### config.mk
export PLATFORM = sky130hd
export DESIGN_NAME = minimac2_mdio_slave
export DESIGN_NICKNAME = d
export VERILOG_FILES = /design/src/rtl/minimac2_mdio_slave.sv
export SDC_FILE = /design/constraint.sdc
export NUM_CORES = 1
export LEC_CHECK = 0
export ABC_AREA = 1
export CORE_MARGIN = 10
export CORE_UTILIZATION = 60
export CTS_BUF_LIST = sky130_fd_sc_hd__clkbuf_16
export CTS_CLUSTER_DIAMETER = 40
export CTS_CLUSTER_SIZE = 8
export DETAILED_ROUTE_END_ITERATION = 10
export DONT_BUFFER_PORTS = 1
export GPL_TIMING_DRIVEN = 0
export PLACE_DENSITY = 0.83
export REMOVE_ABC_BUFFERS = 1
export SKIP_CTS_REPAIR_TIMING = 1
export SLEW_MARGIN = 20
export SYNTH_ARGS = -nofsm -noshare
export SYNTH_HDL_FRONTEND = slang
export SYNTH_SLANG_ARGS = --single-unit
### constraint.sdc
create_clock -name sys_clk -period 6.2 [get_ports sys_clk]
set_clock_uncertainty 0.1 [all_clocks]
set_input_delay 1.24 -clock sys_clk [delete_from_list [all_inputs] [get_ports sys_clk]]
set_output_delay 1.24 -clock sys_clk [all_outputs]
set_load 0.005 [all_outputs]
### src/rtl/minimac2_mdio_slave.sv
// minimac2_mdio_slave
// PHY-side responder for clause 22 MII management frames (MDC/MDIO).
// Decodes frames from the station-side master and maps them onto a
// single-cycle register port. Everything runs on sys_clk, and MDC is
// sampled as data. Read data is returned on MDIO.
//
// Ports:
//   sys_clk, sys_rst_n   system clock, asynchronous active-low reset
//   mdc, mdio_i          management clock and MDIO pad input (asynchronous)
//   mdio_o, mdio_oe      MDIO pad output value and output enable
//   reg_re, reg_we       one-cycle read request / write strobe
//   reg_adr              REGAD of the current frame
//   reg_dat_w            write data, valid with reg_we
//   reg_dat_r            read data, sampled 2 cycles after reg_re
//   busy                 high while a frame for phy_addr is in progress
//
// Build option: define MINIMAC2_MDIO_PREAMBLE_SUPPRESSION_EN to accept a
// shortened preamble (>= 1 one) directly after a completed frame.
`timescale 1ns/1ps
module minimac2_mdio_slave #(
  parameter logic [4:0] phy_addr = 5'd0
) (
  input  logic        sys_clk,
  input  logic        sys_rst_n,
  input  logic        mdc,
  input  logic        mdio_i,
  output logic        mdio_o,
  output logic        mdio_oe,
  output logic        reg_re,
  output logic        reg_we,
  output logic [4:0]  reg_adr,
  output logic [15:0] reg_dat_w,
  input  logic [15:0] reg_dat_r,
  output logic        busy
);

`ifdef MINIMAC2_MDIO_PREAMBLE_SUPPRESSION_EN
  localparam logic sup_en = 1'b1;
`else
  localparam logic sup_en = 1'b0;
`endif

  typedef enum logic [1:0] {ST_PRE, ST_HDR, ST_DATA} state_t;

  logic        mdc_s1_reg, mdc_s2_reg, mdc_prev_reg;
  logic        mdio_s1_reg, mdio_s2_reg;
  logic        rise, fall, bit_in;

  state_t      state_reg, state_next;
  logic [5:0]  pre_cnt_reg, pre_cnt_next;
  logic [4:0]  bit_cnt_reg, bit_cnt_next;   // number of the last bit that rose
  logic [12:0] hdr_sr_reg, hdr_sr_next;
  logic [14:0] dat_sr_reg, dat_sr_next;
  logic [15:0] rd_data_reg, rd_data_next;
  logic        is_read_reg, is_read_next;
  logic        sup_flag_reg, sup_flag_next;
  logic        re_d1_reg, re_d2_reg;

  logic        mdio_o_next, mdio_oe_next, reg_re_next, reg_we_next, busy_next;
  logic [4:0]  reg_adr_next;
  logic [15:0] reg_dat_w_next;

  logic [13:0] hdr_full;
  logic        hdr_ok, start_ok;
  logic [4:0]  bit_cur;
  logic [3:0]  rd_idx;

  assign rise   = mdc_s2_reg & ~mdc_prev_reg;
  assign fall   = ~mdc_s2_reg & mdc_prev_reg;
  assign bit_in = mdio_s2_reg;

  // Bits 0..13 MSB first: ST[13:12] OP[11:10] PHYAD[9:5] REGAD[4:0]
  assign hdr_full = {hdr_sr_reg, bit_in};
  assign hdr_ok   = (hdr_full[13:12] == 2'b01) &&
                    ((hdr_full[11:10] == 2'b10) || (hdr_full[11:10] == 2'b01)) &&
                    (hdr_full[9:5] == phy_addr);
  assign start_ok = (pre_cnt_reg == 6'd32) ||
                    (sup_en && sup_flag_reg && (pre_cnt_reg != 6'd0));
  assign bit_cur  = bit_cnt_reg + 5'd1;
  // Fall after bit N (15..30) drives data bit 30-N; modulo 16 that is 14-N.
  assign rd_idx   = 4'd14 - bit_cnt_reg[3:0];

  always_comb begin
    state_next     = state_reg;
    pre_cnt_next   = pre_cnt_reg;
    bit_cnt_next   = bit_cnt_reg;
    hdr_sr_next    = hdr_sr_reg;
    dat_sr_next    = dat_sr_reg;
    rd_data_next   = rd_data_reg;
    is_read_next   = is_read_reg;
    sup_flag_next  = sup_flag_reg;
    mdio_o_next    = mdio_o;
    mdio_oe_next   = mdio_oe;
    reg_re_next    = 1'b0;
    reg_we_next    = 1'b0;
    reg_adr_next   = reg_adr;
    reg_dat_w_next = reg_dat_w;
    busy_next      = busy;

    if (re_d2_reg) rd_data_next = reg_dat_r;

    case (state_reg)
      ST_PRE: begin
        if (rise) begin
          if (bit_in) begin
            if (pre_cnt_reg != 6'd32) pre_cnt_next = pre_cnt_reg + 6'd1;
          end else if (start_ok) begin
            // This 0 is ST bit 0; it is implied by the cleared shift register.
            state_next   = ST_HDR;
            bit_cnt_next = 5'd0;
            hdr_sr_next  = 13'd0;
            pre_cnt_next = 6'd0;
          end else begin
            pre_cnt_next = 6'd0;
          end
        end
      end

      ST_HDR: begin
        if (rise) begin
          hdr_sr_next  = hdr_full[12:0];
          bit_cnt_next = bit_cur;
          if (bit_cur == 5'd13) begin
            if (hdr_ok) begin
              state_next   = ST_DATA;
              busy_next    = 1'b1;
              reg_adr_next = hdr_full[4:0];
              is_read_next = (hdr_full[11:10] == 2'b10);
              reg_re_next  = (hdr_full[11:10] == 2'b10);
            end else begin
              state_next    = ST_PRE;
              pre_cnt_next  = 6'd0;
              sup_flag_next = 1'b0;
            end
          end
        end
      end

      ST_DATA: begin
        if (is_read_reg) begin
          if (rise && (bit_cnt_reg != 5'd31)) bit_cnt_next = bit_cur;
          if (fall) begin
            if (bit_cnt_reg == 5'd14) begin
              mdio_oe_next = 1'b1;
              mdio_o_next  = 1'b0;
            end else if (bit_cnt_reg == 5'd31) begin
              mdio_oe_next  = 1'b0;
              mdio_o_next   = 1'b0;
              busy_next     = 1'b0;
              state_next    = ST_PRE;
              pre_cnt_next  = 6'd0;
              sup_flag_next = 1'b1;
            end else if (bit_cnt_reg >= 5'd15) begin
              mdio_o_next = rd_data_reg[rd_idx];
            end
          end
        end else if (rise) begin
          bit_cnt_next = bit_cur;
          if (bit_cur == 5'd31) begin
            reg_we_next    = 1'b1;
            reg_dat_w_next = {dat_sr_reg, bit_in};
            busy_next      = 1'b0;
            state_next     = ST_PRE;
            pre_cnt_next   = 6'd0;
            sup_flag_next  = 1'b1;
          end else if (bit_cur >= 5'd16) begin
            dat_sr_next = {dat_sr_reg[13:0], bit_in};
          end
        end
      end

      default: begin
        state_next   = ST_PRE;
        pre_cnt_next = 6'd0;
      end
    endcase
  end

  always_ff @(posedge sys_clk or negedge sys_rst_n) begin
    if (!sys_rst_n) begin
      mdc_s1_reg   <= 1'b0;
      mdc_s2_reg   <= 1'b0;
      mdc_prev_reg <= 1'b0;
      mdio_s1_reg  <= 1'b0;
      mdio_s2_reg  <= 1'b0;
      state_reg    <= ST_PRE;
      pre_cnt_reg  <= 6'd0;
      bit_cnt_reg  <= 5'd0;
      hdr_sr_reg   <= 13'd0;
      dat_sr_reg   <= 15'd0;
      rd_data_reg  <= 16'd0;
      is_read_reg  <= 1'b0;
      sup_flag_reg <= 1'b0;
      re_d1_reg    <= 1'b0;
      re_d2_reg    <= 1'b0;
      mdio_o       <= 1'b0;
      mdio_oe      <= 1'b0;
      reg_re       <= 1'b0;
      reg_we       <= 1'b0;
      reg_adr      <= 5'd0;
      reg_dat_w    <= 16'd0;
      busy         <= 1'b0;
    end else begin
      mdc_s1_reg   <= mdc;
      mdc_s2_reg   <= mdc_s1_reg;
      mdc_prev_reg <= mdc_s2_reg;
      mdio_s1_reg  <= mdio_i;
      mdio_s2_reg  <= mdio_s1_reg;
      state_reg    <= state_next;
      pre_cnt_reg  <= pre_cnt_next;
      bit_cnt_reg  <= bit_cnt_next;
      hdr_sr_reg   <= hdr_sr_next;
      dat_sr_reg   <= dat_sr_next;
      rd_data_reg  <= rd_data_next;
      is_read_reg  <= is_read_next;
      sup_flag_reg <= sup_flag_next;
      re_d1_reg    <= reg_re;
      re_d2_reg    <= re_d1_reg;
      mdio_o       <= mdio_o_next;
      mdio_oe      <= mdio_oe_next;
      reg_re       <= reg_re_next;
      reg_we       <= reg_we_next;
      reg_adr      <= reg_adr_next;
      reg_dat_w    <= reg_dat_w_next;
      busy         <= busy_next;
    end
  end

endmodule
==> impl_metrics.sql, run 1 <==
INSERT INTO impl_metrics (metric_group, metric, value, unit) VALUES
('placement', 'detailed_place_hpwl', '5450', 'um'),
('route', 'detailedRoute.firstIterationViolations', '185', ''),
('floorplan', 'core', '6870', 'sq um'),
('route', 'viasPerCell', '5.31', ''),
('run_status', 'run_status', 'complete, no violations', ''),
('setup_path', 'maximum_fanout_encountered_on_the_critical_timing_path', '30', ''),
('grt', 'grt_antenna_before_repair', '0', ''),
('clock_network', 'clock_tree_from_tritoncts', 'done', ''),
('grt', 'grt_first_pass_wirelength', '14000', 'um'),
('synthesis', 'post-synth-top-area-fraction', '53.1', '%'),
('timing', 'final-max-slew-violation-count', '0', ''),
('timing', 'whs', '0.251', 'ns'),
('floorplan', 'die_w', '105', 'um'),
('placement', 'port-buffer-count', '0', ''),
('synthesis', 'number_of_synthesized_register_bits', '91', ''),
('floorplan', 'ios', '46', ''),
('clock_network', 'cts.clk_slew.worst_paths', '0.07', 'ns'),
('setup_path', 'worstPathArrival', '3.01', 'ns'),
('timing', 'fmax', '0.342', 'GHz'),
('cells_and_area', 'layout-area-overhead-vs-synth', '7.47', '%'),
('cells_and_area', 'nets', '503', ''),
('setup_path', 'timing.critical_path.required', '6.29', 'ns'),
('synthesis', 'synthCells', '476', ''),
('power_and_ir_drop', 'p_leak', '0.00219', 'uW'),
('route', 'final_antenna_net_count', '0', ''),
('cells_and_area', 'drive_above_1_share', '11.6', '%'),
('power_and_ir_drop', 'powerDensity', '253', 'nW/um^2'),
('timing', 'final.period_utilization', '47.2', '%'),
('power_and_ir_drop', 'vdd.ir_drop.worst', '0.194', 'mV'),
('clock_network', 'cts_inserted_buffers', '9', ''),
('timing', 'tightest_slew', '0.773', 'ns'),
('timing', 'finalHoldViolations', '0', ''),
('synthesis', 'yosysWarningCount', '0', ''),
('clock_network', 'cts_sinks', '91', ''),
('clock_network', 'clock_tree.buffer_depth', '2', ''),
('floorplan', 'number_of_core_rows', '30', ''),
('synthesis', 'seq_area_frac_synth', '53.1', '%'),
('cells_and_area', 'antenna_cells_inserted', '0', ''),
('cells_and_area', 'filler_cell_count', '541', ''),
('route', 'detailroute.via_count', '3037', ''),
('worst_hold_path', 'hold-path-cell-count', '0', ''),
('power_and_ir_drop', 'total_power', '1160', 'uW'),
('timing', 'finalSetupTns', '0', 'ns'),
('floorplan', 'floorplan.initialDensity', '62.4', '%'),
('timing', 'postLayoutSetupSlackWorst', '3.27', 'ns'),
('grt', 'grt_start_max_net_pins', '92', ''),
('placement', 'post-place-ws', '3.31', 'ns'),
('timing', 'max-slew-margin-rel', '48.3', '%'),
('setup_path', 'crit_path_start_kind', 'flop', ''),
('timing', 'rsz0062_at_grt', 'false', ''),
('synthesis', 'synth.top_cells.by_area', 'sky130_fd_sc_hd__dfrtp_1 (53%), sky130_fd_sc_hd__nand2_1 (8.9%), sky130_fd_sc_hd__o21ai_0 (6.7%), sky130_fd_sc_hd__inv_1 (5.9%), sky130_fd_sc_hd__nand3_1 (4.0%)', ''),
('route', 'routed_wirelength', '7890', 'um'),
('flow_run', 'drv_cap', '0', ''),
('grt', 'grt_remaining_overflow', '0', ''),
('synthesis', 'post_synth.cell_area_avg', '9.00', 'sq um'),
('setup_path', 'critical_path_class', 'reg2reg', ''),
('placement', 'place.gp.congestion', '0.833', ''),
('setup_path', 'timing.critical_path.to_type', 'flop', ''),
('timing', 'period_minus_slack', '2.93', 'ns'),
('synthesis', 'synth_largest_area_cell', 'sky130_fd_sc_hd__dfrtp_1', ''),
('cells_and_area', 'finalCoreUtilization', '67.0', '%'),
('route', 'route.detailed.wl_per_inst', '13.8', 'um'),
('synthesis', 'synth_cell_types', '34', ''),
('timing', 'setup_viol', '0', ''),
('cells_and_area', 'footprint_of_the_multi_input_gates', '1650', 'sq um'),
('setup_path', 'r2r.worst_path.cells', '8', ''),
('clock_network', 'cts.htree.levels', '3', ''),
('floorplan', 'fp.dieArea', '10900', 'sq um'),
('synthesis', 'mappedNetlistArea', '4290', 'sq um'),
('clock_network', 'insertion_delay', '0.34', 'ns'),
('floorplan', 'y_dimension_of_the_die', '105', 'um'),
('route', 'drt_drc_violations_left', '0', ''),
('route', 'drtPass1Iterations', '4', ''),
('grt', 'first_global_vias', '2993', ''),
('grt', 'global_route.usage.total', '15.4', '%'),
('worst_hold_path', 'min_path_type', 'reg2reg', ''),
('cells_and_area', 'final-seq-area', '2280', 'sq um'),
('clock_network', 'cts-root-buf', 'sky130_fd_sc_hd__clkbuf_16', '');
==> path summary, 6_finish.rpt <==
check                                from  slack (ns)             end
max reg2reg                bit_cnt_reg[0]        3.27   dat_sr_reg[1]
min in group asynchronous       sys_rst_n        0.49  bit_cnt_reg[2]
min reg2reg                   mdio_s1_reg        0.25          bit_in
max in group asynchronous       sys_rst_n        5.36   hdr_sr_reg[8]
min                           mdio_s1_reg        0.25          bit_in
max                        bit_cnt_reg[0]        3.27   dat_sr_reg[1]
==> cell usage after synthesis <==
library cell	number
sky130_fd_sc_hd__a21oi_1	11
sky130_fd_sc_hd__a22oi_1	1
sky130_fd_sc_hd__buf_2	4
sky130_fd_sc_hd__buf_4	3
sky130_fd_sc_hd__buf_6	3
sky130_fd_sc_hd__clkbuf_1	5
sky130_fd_sc_hd__clkbuf_2	1
sky130_fd_sc_hd__dfrtp_1	91
sky130_fd_sc_hd__ha_1	12
sky130_fd_sc_hd__inv_1	67
sky130_fd_sc_hd__inv_4	1
sky130_fd_sc_hd__mux2_2	8
sky130_fd_sc_hd__nand2_1	102
sky130_fd_sc_hd__nand2_2	5
sky130_fd_sc_hd__nand2_4	1
sky130_fd_sc_hd__nand3_1	34
sky130_fd_sc_hd__nand3_2	3
sky130_fd_sc_hd__nand3b_1	3
sky130_fd_sc_hd__nand3b_4	1
sky130_fd_sc_hd__nand4_1	2
sky130_fd_sc_hd__nor2_1	24
sky130_fd_sc_hd__nor2_2	4
sky130_fd_sc_hd__nor2_4	1
sky130_fd_sc_hd__nor2_8	1
sky130_fd_sc_hd__nor3_1	1
sky130_fd_sc_hd__nor3b_1	1
sky130_fd_sc_hd__nor4_1	1
sky130_fd_sc_hd__o2111ai_1	1
sky130_fd_sc_hd__o211ai_1	2
sky130_fd_sc_hd__o21ai_0	57
sky130_fd_sc_hd__o21ai_1	7
sky130_fd_sc_hd__o21ai_2	15
sky130_fd_sc_hd__xnor2_1	1
sky130_fd_sc_hd__xor2_1	2
==> critical path, cell delays in order, from the launching register on <==
cell and delay (ns):
sky130_fd_sc_hd__dfrtp_1 0.67, sky130_fd_sc_hd__ha_1 0.28, sky130_fd_sc_hd__nand2_1 0.09, sky130_fd_sc_hd__nor2_1 0.21, sky130_fd_sc_hd__ha_1 0.32, sky130_fd_sc_hd__nor4_1 0.29
sky130_fd_sc_hd__nand2_1 0.51, sky130_fd_sc_hd__nand2_1 0.20, sky130_fd_sc_hd__o21ai_0 0.11
==> cell usage in the layout, fill, tap and decap left out, drive strengths merged <==
cell type	instances
nand2	108
nand4	2
xnor2	1
o2111ai	1
nor2	30
ha	12
inv	70
a21oi	11
dfrtp	91
mux2	8
clkinv	2
clkinvlp	2
bufinv	1
nor3	1
nand3b	4
nor3b	1
clkbuf	9
nand3	37
xor2	2
a22oi	1
o211ai	2
nor4	1
o21ai	79
==> metrics by stage <==
stage | area (sq um) | instances
5_1_grt | 4610 | 572
2_1_floorplan | 4190 | 460
4_1_cts | 4610 | 572
3_5_place_dp | 4310 | 556
3_3_place_gp | 4310 | 556
6_report | 4610 | 572
==> per-layer routing <==
layer	wire, um	GRT usage, %	up-vias	part of all wire (%)
li1	-	-	1519	-
met1	3490	18.9	1431	44
met2	3780	24.2	76	48
met3	501	5.20	11	6.4
met4	125	6.26	0	1.6
met5	0	0	-	0
==> power by group <==
group,internal [uW],total (uW),switching [uW]
Combinational,6.94,18.9,11.9
Clock,314,542,228
Sequential,598,603,4.56
Total,919,1160,244
==> layout make-up <==
cell class	count	share of cell area, %
Inverter	68	5.60
Sequential cell	91	49.4
Clock buffer	9	4.89
Tap cell	96	2.61
Clock inverter	7	1.63
Multi-Input combinational cell	301	35.8
==> cell families (layout without fill, tap and decap cells) <==
family	after synthesis	in the layout	synth area share (%)
AOI/OAI and AO/OA	94	94	12.6
DFF	91	91	53.1
and+or+nand+nor	184	184	19.7
xor gates and xnor gates	3	3	0.613
muxes	8	8	2.10
buffers and inverters	84	84	8.35
adders and majority gates	12	12	3.50
(Power assumes the default switching activity.)
==> run 2: changes to the inputs <==
Clock period 6.2 ns to 2.75 ns, I/O delays scaled along.
==> run 2 against run 1 <==
The run now ends with hold timing left. Worst setup slack lost 3.0 ns. Clock-buffer cell count is the same. Routed wire length up 1.9%. Largest power group unchanged.
==> impl_metrics.sql, run 2 (synthesis gave the netlist of run 1 again) <==
INSERT INTO impl_metrics (metric_group, metric, value, unit) VALUES
('run_status', 'run_status', 'finished, violations left', ''),
('run_status', 'violations', 'hold timing', ''),
('timing', 'final.period_utilization', '88.4', '%'),
('timing', 'setup_viol', '0', ''),
('route', 'viasPerCell', '5.36', ''),
('floorplan', 'fp.dieArea', '10900', 'sq um'),
('cells_and_area', 'layout_common_cells', 'sky130_fd_sc_hd__nand2_1 (101), sky130_fd_sc_hd__dfrtp_1 (90), sky130_fd_sc_hd__inv_1 (67)', ''),
('floorplan', 'ios', '46', ''),
('power_and_ir_drop', 'p_leak', '0.00221', 'uW'),
('timing', 'finalHoldViolations', '91', ''),
('clock_network', 'cts.clk_slew.worst_paths', '0.07', 'ns'),
('route', 'routed_wirelength', '8030', 'um'),
('setup_path', 'worst_r2r_startpoint', 'bit_cnt_reg[0]', ''),
('route', 'drtPass1Iterations', '5', ''),
('clock_network', 'clock_tree_from_tritoncts', 'done', ''),
('cells_and_area', 'design_area', '4650', 'sq um'),
('placement', 'post-place-ws', '-0.143', 'ns'),
('clock_network', 'cts_inserted_buffers', '9', ''),
('cells_and_area', 'antenna_cells_inserted', '0', ''),
('clock_network', 'cts-root-buf', 'sky130_fd_sc_hd__clkbuf_16', ''),
('route', 'final_antenna_net_count', '0', ''),
('timing', 'tightest_slew', '0.766', 'ns'),
('route', 'detailroute.via_count', '3080', ''),
('flow_run', 'drv_cap', '0', ''),
('timing', 'max-slew-margin-rel', '48.9', '%'),
('worst_hold_path', 'min_path_type', 'in2async', ''),
('setup_path', 'crit-reg2reg-capture', 'reg_dat_w[5]', ''),
('setup_path', 'r2r.worst_path.cells', '10', ''),
('placement', 'port-buffer-count', '0', ''),
('timing', 'final-max-slew-violation-count', '0', ''),
('setup_path', 'crit_path_start_kind', 'flop', ''),
('route', 'm1WireLength', '3560', 'um'),
('floorplan', 'die_w', '105', 'um'),
('placement', 'post_dp_cell_area', '4310', 'sq um'),
('clock_network', 'cts_sinks', '91', ''),
('grt', 'global_route.usage.total', '15.4', '%'),
('floorplan', 'floorplan.initialDensity', '62.4', '%'),
('route', 'detailroute.wirelength.met2', '3810', 'um'),
('timing', 'fmax', '0.411', 'GHz'),
('placement', 'place.gp.congestion', '0.833', ''),
('grt', 'grt_first_pass_wirelength', '14000', 'um'),
('clock_network', 'clock_tree.buffer_depth', '2', ''),
('clock_network', 'insertion_delay', '0.34', 'ns'),
('grt', 'grt_remaining_overflow', '0', ''),
('cells_and_area', 'drive_above_1_share', '12.7', '%'),
('clock_network', 'cts.htree.levels', '3', ''),
('route', 'route.detailed.wl_per_inst', '14.0', 'um'),
('setup_path', 'worst_setup_path_endpoint', 'reg_dat_w[5]', ''),
('timing', 'finalSetupTns', '0', 'ns'),
('cells_and_area', 'nets', '506', ''),
('timing', 'rsz0062_at_grt', 'false', ''),
('floorplan', 'core', '6870', 'sq um'),
('setup_path', 'maximum_fanout_encountered_on_the_critical_timing_path', '32', ''),
('route', 'detailedRoute.firstIterationViolations', '147', ''),
('setup_path', 'worstPathArrival', '2.56', 'ns'),
('placement', 'detailed_place_hpwl', '5450', 'um'),
('cells_and_area', 'layout-area-overhead-vs-synth', '8.44', '%'),
('setup_path', 'timing.critical_path.cells', 'ha_1 -> nand2_1 -> nor2_1 -> ha_1 -> nor2_1 -> nand3_2 -> nor2_2 -> nand2_4 -> nand2_1 -> o21ai_2', ''),
('setup_path', 'timing.critical_path.required', '2.87', 'ns'),
('route', 'topRoutingLayerUsed', 'met4', ''),
('setup_path', 'worst_path_largest_cell_delay', '0.47', 'ns'),
('timing', 'period_minus_slack', '2.43', 'ns'),
('cells_and_area', 'layout_commonest_cell', 'sky130_fd_sc_hd__nand2_1', ''),
('setup_path', 'reg2reg_slack', '0.32', 'ns'),
('setup_path', 'critical_path_class', 'reg2reg', ''),
('route', 'drt_drc_violations_left', '0', ''),
('timing', 'whs', '-0.202', 'ns'),
('setup_path', 'timing.critical_path.to_type', 'flop', ''),
('setup_path', 'critical-path-slowest-cell', 'sky130_fd_sc_hd__dfrtp_2', ''),
('timing', 'postLayoutSetupSlackWorst', '0.318', 'ns'),
('grt', 'first_global_vias', '2993', ''),
('power_and_ir_drop', 'powerDensity', '565', 'nW/um^2'),
('power_and_ir_drop', 'total_power', '2620', 'uW'),
('floorplan', 'number_of_core_rows', '30', ''),
('route', 'met3RoutedLength', '530', 'um'),
('setup_path', 'critical_path.startpoint', 'bit_cnt_reg[0]', ''),
('power_and_ir_drop', 'vdd.ir_drop.worst', '0.438', 'mV'),
('grt', 'grt_start_max_net_pins', '92', ''),
('floorplan', 'y_dimension_of_the_die', '105', 'um'),
('grt', 'grt_antenna_before_repair', '0', '');
==> run 2: stage by stage <==
stage / utilization (%) / std cells
6_report: 67.7 / 575
3_3_place_gp: 62.7 / 556
5_1_grt: 67.7 / 575
3_5_place_dp: 62.7 / 556
2_1_floorplan: - / 460
4_1_cts: 67.0 / 572
==> run 2: where the power goes <==
part           internal (uW)  total (uW)  leakage, uW  switching (uW)
registers               1350        1360      0.00121            10.3
clock network            708        1220     0.000140             513
logic                   15.6        42.9     0.000855            27.3
==> run 2: final cells by class <==
class / count / area (sq um)
Inverter: 68 / 258
Multi-Input combinational cell: 302 / 1680
Timing Repair Buffer: 2 / 15.0
Fill cell: 533 / 2220
Clock inverter: 7 / 75.1
Sequential cell: 91 / 2280
Tap cell: 96 / 120
Clock buffer: 9 / 225
==> run 2: critical path, delay by kind of cell (launching register included) <==
kind / cells / cell delay, ns
simple gates: 7 / 1.14
fa+ha+maj: 2 / 0.54
flops: 1 / 0.47
compound gates: 1 / 0.06
==> run 2: per-layer routing <==
metal	vias up	track usage, %
li1	1526	-
met5	-	0
met1	1463	18.9
met4	0	6.26
met3	13	5.20
met2	78	24.2
==> run 2: how the worst min path moves through the flow <==
stage,startpoint,cells past startpoint,slack [ns],endpoint
floorplan,sys_rst_n,0,0.15,bit_cnt_reg[0]
finish,sys_rst_n,0,-0.20,reg_dat_w[9]
global route,sys_rst_n,0,-0.22,reg_dat_w[9]
detailed placement,sys_rst_n,0,0.16,rd_data_reg[12]
CTS,sys_rst_n,0,-0.21,reg_dat_w[12]
global placement,sys_rst_n,0,0.16,rd_data_reg[12]
==> run 3: changes to the inputs <==
Settings changed: SKIP_LAST_GASP from default to 1.
==> results of run 3 <==
Same layout as run 2: the final DEF is identical, and so are final timing and power.
